[src/rtl/pu_acc_if.sv]
// Beat input and result output handshake bundle for pu_acc.
// PU_ACC_BIAS_EN adds the per-beat bias lane.
interface pu_acc_if #(
    parameter int N = 4,
    parameter int W = 5
);
    logic                in_valid;
    logic                in_ready;
    logic [N*W-1:0]      a;
    logic [N*W-1:0]      w;
`ifdef PU_ACC_BIAS_EN
    logic signed [W-1:0] bias;
`endif
    logic                out_valid;
    logic                out_ready;
    logic [W-1:0]        out;

    modport master (
`ifdef PU_ACC_BIAS_EN
        output bias,
`endif
        output in_valid, a, w, out_ready,
        input  in_ready, out_valid, out
    );

    modport slave (
`ifdef PU_ACC_BIAS_EN
        input  bias,
`endif
        input  in_valid, a, w, out_ready,
        output in_ready, out_valid, out
    );
endinterface

[src/rtl/pu_acc.sv]
// Pipelined N-channel dot-product accumulator with rescale and clamped ReLU.
// Optional PU_ACC_BIAS_EN adds a per-group bias seeded into the accumulator.
module pu_acc #(
    parameter int N     = 4,
    parameter int W     = 5,
    parameter int BEATS = 1,
    parameter int SHIFT = W - 1
) (
    input  logic     clk,
    input  logic     rst,
    input  logic     clear,
    output logic     busy,
    pu_acc_if.slave  io
);
    localparam int PW = 2 * W + $clog2(N);
    localparam int AW = PW + $clog2(BEATS) + 1;
    localparam int CW = (BEATS > 1) ? $clog2(BEATS) : 1;
    localparam logic [CW-1:0] LAST = CW'(BEATS - 1);
    localparam logic signed [AW-1:0] OMAX = AW'((1 << (W - 1)) - 1);

    logic                  stall;
    logic                  accept;
    logic                  last;
    logic                  add;

    logic                  s0_v;
    logic [N*W-1:0]        s0_a;
    logic [N*W-1:0]        s0_w;
    logic                  s1_v;
    logic signed [2*W-1:0] s1_p [N];
    logic                  s2_v;
    logic signed [PW-1:0]  s2_sum;
    logic [CW-1:0]         cnt;
    logic signed [AW-1:0]  acc;
    logic                  ov;
    logic [W-1:0]          out_q;

    logic signed [2*W-1:0] prod [N];
    logic signed [PW-1:0]  tree;
    logic signed [AW-1:0]  base;
    logic signed [AW-1:0]  acc_next;
    logic signed [AW-1:0]  shifted;
    logic [W-1:0]          act_v;

`ifdef PU_ACC_BIAS_EN
    logic signed [W-1:0]   s0_b;
    logic signed [W-1:0]   s1_b;
    logic signed [W-1:0]   s2_b;
`endif

    assign stall       = ov & ~io.out_ready;
    assign io.in_ready = ~stall & ~clear & rst;
    assign accept      = io.in_valid & io.in_ready;
    assign last        = (cnt == LAST);
    assign add         = s2_v & ~stall;
    assign busy        = s0_v | s1_v | s2_v | (cnt != '0);
    assign io.out_valid = ov;
    assign io.out       = out_q;

    always_comb begin
        for (int i = 0; i < N; i++) begin
            prod[i] = (2*W)'($signed(s0_a[i*W +: W]))
                    * (2*W)'($signed(s0_w[i*W +: W]));
        end
    end

    always_comb begin
        tree = '0;
        for (int i = 0; i < N; i++) begin
            tree = tree + PW'(s1_p[i]);
        end
    end

    // A group starts from zero, or from the bias lifted to the product scale.
    always_comb begin
`ifdef PU_ACC_BIAS_EN
        base = (cnt == '0) ? (AW'(s2_b) <<< SHIFT) : acc;
`else
        base = (cnt == '0) ? '0 : acc;
`endif
        acc_next = base + AW'(s2_sum);
        shifted  = acc_next >>> SHIFT;
        if (shifted[AW-1]) begin
            act_v = '0;
        end else if (shifted > OMAX) begin
            act_v = OMAX[W-1:0];
        end else begin
            act_v = shifted[W-1:0];
        end
    end

    always_ff @(posedge clk or negedge rst) begin
        if (!rst) begin
            s0_v   <= 1'b0;
            s0_a   <= '0;
            s0_w   <= '0;
            s1_v   <= 1'b0;
            for (int i = 0; i < N; i++) s1_p[i] <= '0;
            s2_v   <= 1'b0;
            s2_sum <= '0;
            cnt    <= '0;
            acc    <= '0;
            ov     <= 1'b0;
            out_q  <= '0;
`ifdef PU_ACC_BIAS_EN
            s0_b   <= '0;
            s1_b   <= '0;
            s2_b   <= '0;
`endif
        end else if (clear) begin
            s0_v <= 1'b0;
            s1_v <= 1'b0;
            s2_v <= 1'b0;
            cnt  <= '0;
            acc  <= '0;
            ov   <= 1'b0;
        end else begin
            if (!stall) begin
                s0_v <= accept;
                if (accept) begin
                    s0_a <= io.a;
                    s0_w <= io.w;
`ifdef PU_ACC_BIAS_EN
                    s0_b <= io.bias;
`endif
                end
                s1_v <= s0_v;
                for (int i = 0; i < N; i++) s1_p[i] <= prod[i];
                s2_v   <= s1_v;
                s2_sum <= tree;
`ifdef PU_ACC_BIAS_EN
                s1_b <= s0_b;
                s2_b <= s1_b;
`endif
            end
            if (add) begin
                acc <= acc_next;
                cnt <= last ? '0 : cnt + 1'b1;
                if (last) out_q <= act_v;
            end
            if (add && last) begin
                ov <= 1'b1;
            end else if (io.out_ready) begin
                ov <= 1'b0;
            end
        end
    end
endmodule

[src/flat_wrapper.sv]
// flat-port wrapper written by rule: the top's interface ports become plain ports
module pu_acc_flat 
#(
    parameter int N     = 4,
    parameter int W     = 5,
    parameter int BEATS = 1,
    parameter int SHIFT = W - 1
)
  (clk, rst, clear, busy, io_in_valid, io_a, io_w, io_out_ready, io_in_ready, io_out_valid, io_out);
  pu_acc_if #(.N(N), .W(W)) io_i ();
  input  logic clk;
  input  logic rst;
  input  logic clear;
  output logic busy;
  input wire logic [$bits(io_i.in_valid)-1:0] io_in_valid;
  input wire logic [$bits(io_i.a)-1:0] io_a;
  input wire logic [$bits(io_i.w)-1:0] io_w;
  input wire logic [$bits(io_i.out_ready)-1:0] io_out_ready;
  output wire logic [$bits(io_i.in_ready)-1:0] io_in_ready;
  output wire logic [$bits(io_i.out_valid)-1:0] io_out_valid;
  output wire logic [$bits(io_i.out)-1:0] io_out;
  assign io_i.in_valid = io_in_valid;
  assign io_i.a = io_a;
  assign io_i.w = io_w;
  assign io_i.out_ready = io_out_ready;
  assign io_in_ready = io_i.in_ready;
  assign io_out_valid = io_i.out_valid;
  assign io_out = io_i.out;
  pu_acc #(.N(N), .W(W), .BEATS(BEATS), .SHIFT(SHIFT)) u_core (.clk(clk), .rst(rst), .clear(clear), .busy(busy), .io(io_i));
endmodule
[config.mk]
export PLATFORM = sky130hd
export DESIGN_NAME = pu_acc_flat
export DESIGN_NICKNAME = d
export VERILOG_FILES = /design/src/rtl/pu_acc_if.sv /design/src/rtl/pu_acc.sv /design/src/flat_wrapper.sv
export SDC_FILE = /design/constraint.sdc
export NUM_CORES = 1
export LEC_CHECK = 0
export ABC_AREA = 0
export CAP_MARGIN = 25
export CORE_MARGIN = 2
export CORE_UTILIZATION = 50
export DETAILED_ROUTE_END_ITERATION = 8
export HOLD_SLACK_MARGIN = 0.08
export PLACE_DENSITY = 0.72
export SYNTH_ARGS = -nofsm -noshare
export SYNTH_HDL_FRONTEND = slang
export SYNTH_SLANG_ARGS = --single-unit
export TNS_END_PERCENT = 10
[constraint.sdc]
create_clock -name clk -period 3.2 [get_ports clk]
set_input_delay 0.64 -clock clk [delete_from_list [all_inputs] [get_ports clk]]
set_output_delay 0.64 -clock clk [all_outputs]
set_load 0.03 [all_outputs]
# == After elaboration in Yosys (flattened, before gate mapping) ==
# Cells that the tools add are included.
# word_totals
register_bits,115
output_inout_bits,8
# op_classes
add_sub_neg,5
multipliers,4
n_lt_le_gt_ge,1
eq_ne,1
n_mux,17
bitwise,12
reduce_logical,6
# op_table
cell,count
$mul 5x5->10,4
$mux 13,3
$add 13x12->13,1
$add 11x10->12,1
$add 12x10->12,1
$mux 1,12
$add 10x10->11,1
$mux 5,2
$gt 9x5->1 const B,1
$reduce_and 3->1,2
$and 1x1->1,5
$not 1->1,4
$or 1x1->1,3
$reduce_bool 3->1,1
$ne 2x2->1 const B,1
$reduce_and 2->1,1
$reduce_bool 2->1,1
$add 1x1->1 const B,1
$logic_and 1x1->1,1

# == Longest topological paths before layout ==
# logic_depth
word_depth,8
depth_mapped,14
depth_no_buf,14

# == Least setup slack after synthesis ==
# OpenSTA, ideal clock, no wires.
# synth_timing
path_kind,reg2reg
startpoint,register u_core.s0_a[5]
endpoint,register u_core.s1_p[29] (netlist bit)
arrival_time_ns,3.308
path_slack_ns,-0.241
stages_incl_launch_ff,12
n_path_buf,0
period_less_slack_ns,3.441
cell_sequence,dfrtp_1 -> nand2b_1 -> fa_1 -> fa_1 -> fa_1 -> inv_1 -> fa_1 -> a211oi_1 -> o21bai_1 -> a21oi_1 -> xnor2_1 -> o21ai_0
# synth_via
elab_chain_cells,1
# synth_lines
item,line_no,rtl
"start, declared",pu_acc.sv:27,logic [N*W-1:0] s0_a;
"start signal, assigned",pu_acc.sv:121,s0_a <= io.a;
$mul 5x5->10,pu_acc.sv:63,* (2*W)'($signed(s0_w[i*W +: W]));
"end, declared",pu_acc.sv:30,logic signed [2*W-1:0] s1_p [N];
# Every way passes these cells.
# A chain may end at the register's enable or synchronous reset.

# == Worst setup path in the final report ==
# layout_timing
startpoint,register u_core.s0_w[12]
endpoint,register u_core.s1_p[18] (netlist bit)
# layout_via
elab_chain_cells,1
# layout_lines
item,line_no,rtl
"start, declared",pu_acc.sv:28,logic [N*W-1:0] s0_w;
"start signal, assigned",pu_acc.sv:122,s0_w <= io.w;
$mul 5x5->10,pu_acc.sv:63,
# Every way passes these cells.

==> results.sh <==
export IMPL_status="finished with violations"
export IMPL_violations="negative setup slack"
export IMPL_drv_cap=0
export IMPL_num_antenna_cells=0
export IMPL_io_pins=53
export IMPL_setup_tns_final_ns=-1.337
export IMPL_rows=47
export IMPL_die_y_um=133.5
export IMPL_ys_warn_count=0
export IMPL_detail_route_antenna_nets=0
export IMPL_drive_gt1_share_pct=18.28
export IMPL_hpwl_mm=12.50
export IMPL_routed_via_count=5796
export IMPL_grt_use_met2_pct=32.85
export IMPL_syn_area_per_cell_um2=10.01
export IMPL_fillCellCount=1338
export IMPL_hp_class="in -> async"
export IMPL_gp_congestion=0.8409
export IMPL_min_period_ns=3.426
export IMPL_cts_tree="built"
export IMPL_cp_arrival_ns=3.72
export IMPL_worstSetupPathType="reg -> reg"
export IMPL_cp_start_kind="flip-flop"
export IMPL_grt_util_met1_pct=25.69
export IMPL_start_util_pct=50.92
export IMPL_synth_yosys_seq_area_share_pct=28.95
export IMPL_ys_ff_latch=97
export IMPL_clock_skew_ns=0.006123
export IMPL_clockRootBuffer="clkbuf_16"
export IMPL_clock_path_buffers=2
export IMPL_slowest_delay_ns=0.60
export IMPL_cts_sinks=97
export IMPL_utilization_pct=62.66
export IMPL_grt_pass1_wl_mm=27.94
export IMPL_die_area_um2=17820
export IMPL_die_w_um=133.5
export IMPL_cts_buffers=9
export IMPL_clkLatencyLatePin_ns=0.35
export IMPL_fmax_mhz=291.9
export IMPL_met3_usage_pct=3.729
export IMPL_port_buffers=52
export IMPL_required_ns=3.49
export IMPL_slew_headroom_pct=69.64
export IMPL_fin_ws_ns=-0.2257
export IMPL_ys_types=49
export IMPL_worst_pin_slew_ns=0.4527
export IMPL_drv_slew=0
export IMPL_finalSetupViolations=14
export IMPL_grt_pass1_vias=6041
export IMPL_first_pass_iters=4
export IMPL_finalCritPeriodShare_pct=107.1
export IMPL_hold_violations=0
export IMPL_place_ws_ns=-0.1808
export IMPL_worstSetupEndpointType="flip-flop"
export IMPL_cp_max_fo=5
export IMPL_fin_nets=1173
export IMPL_clk_pin_slew_ns=0.07
export IMPL_track_usage_pct=19.52
export IMPL_syn_to_final_growth_pct=23.06
export IMPL_drtIter0Drc=264
export IMPL_wl_per_cell_um=13.61
export IMPL_grt_max_degree=78
export IMPL_core_area_um2=16470
export IMPL_overflow=0
export IMPL_synth_cells=838
export IMPL_grt_busiest_layer="met2"
export IMPL_antenna_found_initial=0
export IMPL_htreeDepth=3
export IMPL_synth_nets=1040
export IMPL_path_cells="nand2_2, fa_1, fa_1, fa_2, inv_2, ha_4, a21o_1, a21o_1, a21oi_2, or4b_1, nand3_1"
export IMPL_drcViolationCount=0
export IMPL_netlist_area_um2=8384
export IMPL_drt_wl_total_mm=16.25
export IMPL_rsz0062_at_grt="yes"
export IMPL_slowest_stage="fa_2"
export IMPL_via_per_inst=4.854
[logic make-up (layout without fill, tap and decap cells)]
family                   Yosys count  after routing  synth area share [%]
multiplexers                      45             45                 5.984
buffers and inverters            186            322                 8.775
AO/OA/AOI/OAI                    102            102                 7.387
XOR/XNOR                          42             42                 4.387
AND/OR/NAND/NOR                  209            209                 13.21
flip-flops                        97             97                 28.95
adder cells (fa/ha/maj)          157            157                 31.31
[state kept, by name, summed over array words and instances (netlist names)]
register	cells
u_core.s1_p	40
u_core.s0_a	20
u_core.s0_w	20
u_core.s2_sum	8
u_core.io.out	5
u_core.io.out_valid	1
u_core.s0_v	1
u_core.s1_v	1
u_core.s2_v	1
[path summary, 6_finish.rpt]
kind / from / to / slack, ns / depth (start not counted)
worst max-delay path: u_core.s0_w[12] / u_core.s1_p[18] / -0.23 / 11
worst min register to register: u_core.io.out[1] / u_core.io.out[1] / 0.48 / 2
worst min-delay path: rst / u_core.s1_p[9] / 0.18 / 1
min in group clk: u_core.io.out[1] / u_core.io.out[1] / 0.48 / 2
worst max register to register: u_core.s0_w[12] / u_core.s1_p[18] / -0.23 / 11
max in group asynchronous: rst / u_core.s0_w[14] / 2.04 / 3
[layout by cell type, fill, tap and decap left out, drive strengths merged, types with 11 or more instances in the layout]
cell / Yosys / final
inv: 169 / 169
dfrtp: 97 / 97
buf: 12 / 89
fa: 88 / 88
nand2: 69 / 69
ha: 69 / 69
and2: 63 / 63
clkdlybuf4s50: 0 / 50
o21ai: 46 / 46
mux2: 41 / 41
xnor2: 32 / 32
nor2: 27 / 27
a21oi: 15 / 15
clkbuf: 5 / 11
[repair_timing]
action | 4_1_cts | 5_1_grt
pin swaps | 8 | 21
hold buffers | 0 | 0
setup buffers | 1 | 2
setup endpoints to repair | 15 | 18
resized for setup | 14 | 31
[area by class of cell]
| class | count | area [µm²] | area share [%] |
|---|---|---|---|
| clock inverters | 3 | 67.56 | 0.6549 |
| inverters | 169 | 636.9 | 6.173 |
| repair buffers | 139 | 1214 | 11.76 |
| multi-input cells | 555 | 5461 | 52.93 |
| well taps | 220 | 275.3 | 2.668 |
| clock buffers | 11 | 232.7 | 2.256 |
| flip-flops and latches | 97 | 2430 | 23.55 |
[cell usage after synthesis, drive strengths merged]
master   instances  share of area, %
o31a             2              0.21
dfrtp           97                29
or2              3              0.22
a21o             9              0.81
o211ai           1             0.090
ha              69                10
mux2            41               5.5
nor2            27               1.3
o21ai           46               2.7
xnor2           32               3.3
nand3           10              0.60
nor3b            6              0.54
or3              2              0.15
a31oi            1             0.075
nor2b            5              0.46
o22ai            2              0.15
nor4b            4              0.42
xor2            10               1.0
buf             12              0.98
o31ai            5              0.45
o21bai           7              0.63
a221oi           1              0.10
nand3b           3              0.27
nor3             3              0.18
nand4b           2              0.21
mux2i            4              0.48
o21a             3              0.27
clkbuf           5              0.22
a211oi           5              0.45
fa              88                21
and3             2              0.15
nand2           69               3.1
or4b             2              0.24
and2            63               4.7
nand4bb          1              0.13
inv            169               7.6
a211o            3              0.31
nand2b           7              0.52
a2111oi          1              0.10
a21oi           15              0.90
a32oi            1              0.10
[layer usage]
layer / routed length, µm / part of all wire, %
met1: 7575 / 47
met2: 7880 / 48
met3: 486 / 3.0
met4: 310 / 1.9
met5: 0 / 0
[critical path, delay by kind of cell (launching register included)]
kind                     cells  cell delay [ns]
adder cells (fa/ha/maj)      4             1.89
AND/OR/NAND/NOR              3             0.68
AO/OA/AOI/OAI                3             0.30
flip-flops                   1             0.43
buffers and inverters        1             0.06
[metrics by stage]
stage | cells | instance area, µm² | hold WS [ns]
finish | 1194 | 10320 | 0.1786
floorplan | 838 | 8452 | 0.3444
global route | 1194 | 10320 | 0.1927
CTS | 1191 | 10150 | 0.1786
global placement | 1176 | 9789 | 0.4575
detailed placement | 1176 | 9789 | 0.4623
Power is not shown: default switching activity piles up to over one toggle a cycle in this logic, so the estimate is an artifact.
